===== src/rtl/bus_arbiter.sv =====
// Two-master (fetch/access) arbiter onto a single memory port with one outstanding
// transaction, starvation guard for fetch and pipeline-flush handling.
`timescale 1ns/100ps
module bus_arbiter #(
  parameter int unsigned STARVE_LIMIT = 4
) (
  input  logic        clk,
  input  logic        rst_n,
  input  logic        clear,
  input  logic        if_request,
  input  logic        if_req_write,
  input  logic [63:0] if_req_addr,
  input  logic [63:0] if_req_wdata,
  input  logic [7:0]  if_req_mask,
  output logic        if_req_ready,
  output logic        if_rsp_valid,
  output logic [63:0] if_rsp_data,
  output logic        if_rsp_error,
  input  logic        ma_request,
  input  logic        ma_req_write,
  input  logic [63:0] ma_req_addr,
  input  logic [63:0] ma_req_wdata,
  input  logic [7:0]  ma_req_mask,
  output logic        ma_req_ready,
  output logic        ma_rsp_valid,
  output logic [63:0] ma_rsp_data,
  output logic        ma_rsp_error,
  output logic        s_req_valid,
  output logic        s_req_write,
  output logic [63:0] s_req_addr,
  output logic [63:0] s_req_wdata,
  output logic [7:0]  s_req_mask,
  input  logic        s_req_ready,
  input  logic        s_rsp_valid,
  input  logic [63:0] s_rsp_data,
  input  logic        s_rsp_error,
  output logic        busy
);

  localparam int unsigned CntRaw = $clog2(STARVE_LIMIT + 1);
  localparam int unsigned CntW   = (CntRaw < 3) ? 3 : CntRaw;
  localparam logic [CntW-1:0] StarveMax = CntW'(STARVE_LIMIT);

  localparam logic [2:0] StIdle    = 3'd0;
  localparam logic [2:0] StGrantIf = 3'd1;
  localparam logic [2:0] StGrantMa = 3'd2;
  localparam logic [2:0] StWaitRsp = 3'd3;
  localparam logic [2:0] StDrain   = 3'd4;

  localparam logic OwnIf = 1'b0;
  localparam logic OwnMa = 1'b1;

  logic [2:0]      state_q, state_d;
  logic            owner_q, owner_d;
  logic [CntW-1:0] starve_q, starve_d;
  logic            if_flushed;

  // A fetch response is discarded when the cpu flushes in the same cycle.
  assign if_flushed = (owner_q == OwnIf) && clear;

  always_comb begin
    state_d  = state_q;
    owner_d  = owner_q;
    starve_d = starve_q;
    unique case (state_q)
      StIdle: begin
        if (ma_request && !(if_request && (starve_q == StarveMax))) begin
          state_d = StGrantMa;
        end else if (if_request) begin
          state_d = StGrantIf;
        end
      end
      StGrantIf: begin
        if (s_req_ready) begin
          owner_d  = OwnIf;
          starve_d = '0;
          state_d  = clear ? StDrain : StWaitRsp;
        end else if (clear) begin
          state_d = StIdle;
        end
      end
      StGrantMa: begin
        if (s_req_ready) begin
          owner_d = OwnMa;
          state_d = StWaitRsp;
          if (if_request && (starve_q < StarveMax)) begin
            starve_d = starve_q + 1'b1;
          end
        end
      end
      StWaitRsp: begin
        if (s_rsp_valid) begin
          state_d = StIdle;
        end else if (if_flushed) begin
          state_d = StDrain;
        end
      end
      StDrain: begin
        if (s_rsp_valid) begin
          state_d = StIdle;
        end
      end
      default: state_d = StIdle;
    endcase
  end

  always_ff @(posedge clk or negedge rst_n) begin
    if (!rst_n) begin
      state_q  <= StIdle;
      owner_q  <= OwnIf;
      starve_q <= '0;
    end else begin
      state_q  <= state_d;
      owner_q  <= owner_d;
      starve_q <= starve_d;
    end
  end

  always_comb begin
    s_req_valid  = 1'b0;
    s_req_write  = 1'b0;
    s_req_addr   = '0;
    s_req_wdata  = '0;
    s_req_mask   = '0;
    if_req_ready = 1'b0;
    ma_req_ready = 1'b0;
    if_rsp_valid = 1'b0;
    if_rsp_data  = '0;
    if_rsp_error = 1'b0;
    ma_rsp_valid = 1'b0;
    ma_rsp_data  = '0;
    ma_rsp_error = 1'b0;
    unique case (state_q)
      StGrantIf: begin
        s_req_valid  = 1'b1;
        s_req_write  = if_req_write;
        s_req_addr   = if_req_addr;
        s_req_wdata  = if_req_wdata;
        s_req_mask   = if_req_mask;
        if_req_ready = s_req_ready;
      end
      StGrantMa: begin
        s_req_valid  = 1'b1;
        s_req_write  = ma_req_write;
        s_req_addr   = ma_req_addr;
        s_req_wdata  = ma_req_wdata;
        s_req_mask   = ma_req_mask;
        ma_req_ready = s_req_ready;
      end
      StWaitRsp: begin
        if (s_rsp_valid && !if_flushed) begin
          if (owner_q == OwnIf) begin
            if_rsp_valid = 1'b1;
            if_rsp_data  = s_rsp_data;
            if_rsp_error = s_rsp_error;
          end else begin
            ma_rsp_valid = 1'b1;
            ma_rsp_data  = s_rsp_data;
            ma_rsp_error = s_rsp_error;
          end
        end
      end
      default: ;
    endcase
  end

  assign busy = (state_q != StIdle);

endmodule


===== config.mk =====
export PLATFORM = sky130hd
export DESIGN_NAME = bus_arbiter
export DESIGN_NICKNAME = d
export VERILOG_FILES = /design/src/rtl/bus_arbiter.sv
export SDC_FILE = /design/constraint.sdc
export NUM_CORES = 1
export LEC_CHECK = 0
export CAP_MARGIN = 25
export CORE_AREA = 2 2 241 243
export CTS_CLUSTER_DIAMETER = 40
export CTS_CLUSTER_SIZE = 14
export DETAILED_ROUTE_END_ITERATION = 8
export DIE_AREA = 0 0 243 245
export MAX_ROUTING_LAYER = met4
export SYNTH_ARGS = -nofsm -noshare
export SYNTH_HDL_FRONTEND = slang
export SYNTH_SLANG_ARGS = --single-unit

===== constraint.sdc =====
create_clock -name clk -period 1.67 [get_ports clk]
set_input_delay 0.334 -clock clk [delete_from_list [all_inputs] [get_ports clk]]
set_output_delay 0.334 -clock clk [all_outputs]
set_load 0.01 [all_outputs]

==> results.py <==
metrics = {
    "yosys": {
        "synth_fp_nets": 717,
        "avgSynthCellArea_sq_um": 7.49,
        "ys_ff_latch": 7,
        "netlist_area_sq_um": 2770,
        "ys_types": 32,
        "yosysSeqAreaShare_pct": 6.33,
        "syn_inst": 369,
        "yosys_warnings": 0,
    },
    "floorplanning": {
        "die_y_um": 245,
        "io_pins": 619,
        "core-area_sq_um": 57000,
        "start_util_pct": 4.85,
        "dieArea_sq_um": 59500,
        "fp.dieW_um": 243,
        "rows": 88,
    },
    "sta": {
        "clock_skew_ns": 0.000352,
        "max_freq_ghz": 0.447,
        "min_period_ns": 2.24,
        "setup_viol": 278,
        "slew_headroom_pct": 75.0,
        "drv_slew": 0,
        "fin_setup_tns_ns": -123.30,
        "finalCritPeriodShare_pct": 134,
        "setup_slack_ns": -0.566,
        "worst_slew_pin_slew_ns": 0.374,
        "grt_setup_unrepaired": "yes",
        "finalHoldViolCount": 0,
    },
    "worst_setup_path": {
        "cp_cell_sequence": "nor2b_4 > nand3_4 > nor3_4 > buf_6 > buf_6 > buf_6 > clkbuf_16 > and2_4 > buf_6",
        "rr_startpoint": "state_q[1]",
        "worstSetupPathType": "register to output port",
        "worst-path-buf-inv": 5,
        "cp_common_cell": "buf_6",
        "crit_family": "simple AND/OR/NAND/NOR gates",
        "cp_slowest_cell": "dfrtp_2",
        "rr_worst_depth": 6,
        "r2r_setup_slack_ns": -0.17,
        "slowest_delay_ns": 0.47,
        "r2r_end": "state_q[1]",
        "cp-start-kind": "register",
        "worst_ep_arrival_time_ns": 1.90,
        "path_max_fanout": 8,
        "worst_ep_required_time_ns": 1.34,
        "endpoint_kind": "output port",
    },
    "clocking": {
        "cts.sinks": 7,
        "cts_tree": "built",
        "path_clk_slew_ns": 0.04,
        "cts_hold_buf": 0,
        "worstSkewPairLatency_ns": 0.23,
        "cts_root_buffer": "clkbuf_16",
        "htree_levels": 1,
        "numCtsBuffers": 3,
        "clock_tree.buffer_depth": 2,
    },
    "power": {
        "pwr-share-comb_pct": 95.5,
        "p_sw_w": 0.00748,
        "pwr-share-seq_pct": 2.1,
        "cell_internal_pwr_w": 0.00996,
        "peakVddDrop_v": 0.000760,
        "p_per_area_nw_per_um2": 1400,
        "clock_power_share_pct": 2.4,
        "p_leak_nw": 5.48,
        "swShare_pct": 42.9,
    },
    "flow_run": {
        "maxCapViolCount": 0,
    },
    "placement": {
        "dp_slack_ns": -0.900,
        "dp_cells": 1747,
        "place_congestion": 1.03,
        "hpwl_um": 34500,
        "io_buffers": 618,
        "detailed_place.area_sq_um": 10400,
    },
    "layout": {
        "nets": 1423,
        "final_cell_area_sq_um": 12500,
        "final_cells": 1847,
        "synthToLayoutAreaGrowth_pct": 351,
        "drive_above_1_share_pct": 52.9,
    },
    "drt": {
        "drc": 0,
        "viasPerCell": 3.44,
        "route.final.wire_length_um": 45000,
        "wl_per_cell_um": 24.3,
        "detail-route-antenna-nets": 0,
        "drt_iter0_drc": 167,
        "vias": 6356,
        "drt-pass1-iter-count": 4,
    },
    "global_route": {
        "grt_pass1_wl_um": 50000,
        "overflow": 0,
        "grt_pass1_vias": 5862,
        "gr-usage-all-layers_pct": 12.5,
        "antenna_found_initial": 10,
        "grt_max_degree": 34,
    },
    "run_status": {
        "status": "finished with violations",
        "violations": "setup timing",
    },
    "hold_path": {
        "hold_path_class": "input pin to asynchronous set/reset pin",
    },
}
[power by group through the flow]
| stage | combinational (W) | clock (W) | sequential, W |
|---|---|---|---|
| final | 0.0167 | 0.000412 | 0.000369 |
| after global routing | 0.0175 | 0.000426 | 0.000383 |
| after CTS | 0.0140 | 0.000412 | 0.000362 |
| after detailed placement | 0.0130 | 0 | 0.000362 |
| after global placement | 0.0129 | 0 | 0.000353 |
| after floorplan | 0.00447 | 0 | 0.000301 |
[cell usage in the layout, fill, tap and decap left out, drive strengths merged, types with 3 or more instances in the layout]
master         synthesis  layout
a22o                 139     139
and2                 132     132
buf                   30     362
clkbuf                16      44
clkdlybuf4s50          0     342
dfrtp                  7       7
diode                  0       8
inv                    5       5
nand2                  5       5
nand3                  3       3
nor2                   5       5
o21ai                  3       3
[cell type report]
cell class | instances | area [sq um]
fill | 6326 | 44600
antenna | 8 | 20.0
timing repair buffer | 747 | 8250
sequential | 7 | 179
tap | 765 | 957
inverter | 5 | 18.8
multi-input combinational | 311 | 2960
clock buffer | 4 | 78.8
[cells by family (layout without fill, tap and decap cells)]
kind of cell | Yosys count | after routing | share of synthesized area (%)
AO/OA/AOI/OAI | 151 | 151 | 47.4
adder cells (fa/ha/maj) | 2 | 2 | 0.905
buffers and inverters | 51 | 756 | 9.09
flip-flops | 7 | 7 | 6.33
multiplexers | 2 | 2 | 1.09
other | 0 | 8 | 0
AND/OR/NAND/NOR | 156 | 156 | 35.2
[per-stage QoR]
stage	util, %	power, W	hold slack (ns)
after floorplan	-	0.00477	0.0384
after global placement	18.2	0.0132	0.515
after detailed placement	18.2	0.0134	0.538
after CTS	19.0	0.0148	0.396
after global routing	21.8	0.0183	0.407
final	21.9	0.0174	0.390
[how the worst max path moves through the flow]
stage | startpoint | end | slack [ns] | cells after the start
finish | state_q[2] | if_rsp_data[48] | -0.57 | 9
global route | state_q[2] | if_rsp_data[62] | -0.64 | 9
CTS | state_q[2] | if_rsp_data[15] | -0.87 | 7
detailed placement | s_rsp_valid | if_rsp_data[48] | -0.90 | 6
global placement | s_rsp_valid | ma_rsp_data[61] | -0.87 | 6
floorplan | state_q[0] | ma_rsp_data[14] | -0.02 | 7
[worst register-to-register path: stages, from the launching register on]
cell	delay, ns
dfrtp_2	0.43
buf_6	0.14
buf_6	0.12
or4b_4	0.53
o31ai_4	0.08
o21bai_1	0.11
mux2_4	0.31
[timing repair]
action,in CTS,in global routing
endpoints found under the setup margin,280,280
gates cloned,8,27
buffers inserted,20,42
pin swaps,3,186
gates resized for setup,331,931
[synth_stat cells]
library cell | count | share of area, %
a22o_1 | 139 | 44
and2_1 | 132 | 30
buf_2 | 28 | 5.1
clkbuf_1 | 8 | 1.1
clkbuf_2 | 8 | 1.4
dfrtp_1 | 7 | 6.3
inv_1 | 5 | 0.68
nand2_1 | 5 | 0.68
nor2_1 | 5 | 0.68
nand3_1 | 3 | 0.54
o21ai_0 | 3 | 0.54
buf_6 | 2 | 0.81
ha_1 | 2 | 0.90
mux2_4 | 2 | 1.1
nor3b_2 | 2 | 0.90
o21bai_1 | 2 | 0.54
a211oi_1 | 1 | 0.27
a21boi_1 | 1 | 0.27
a221oi_2 | 1 | 0.54
a31oi_1 | 1 | 0.23
a32o_1 | 1 | 0.36
nand2b_1 | 1 | 0.23
nand3b_1 | 1 | 0.27
nor2b_1 | 1 | 0.23
nor2b_2 | 1 | 0.32
nor3_2 | 1 | 0.36
o31a_1 | 1 | 0.32
o31ai_1 | 1 | 0.27
or2_2 | 1 | 0.23
or3_1 | 1 | 0.23
or3b_1 | 1 | 0.32
or4b_1 | 1 | 0.36
[flip-flops by register name, summed over array words and instances (netlist names)]
register  cells
starve_q      3
state_q       3
owner_q       1
[routing by layer]
metal	global-route usage, %	wire length [um]	vias to the layer above
met2	22.8	23000	442
li1	-	-	2814
met4	1.55	1110	0
met5	-	0	-
met3	3.63	4400	58
met1	13.8	16400	3042
(Power assumes the default switching activity.)
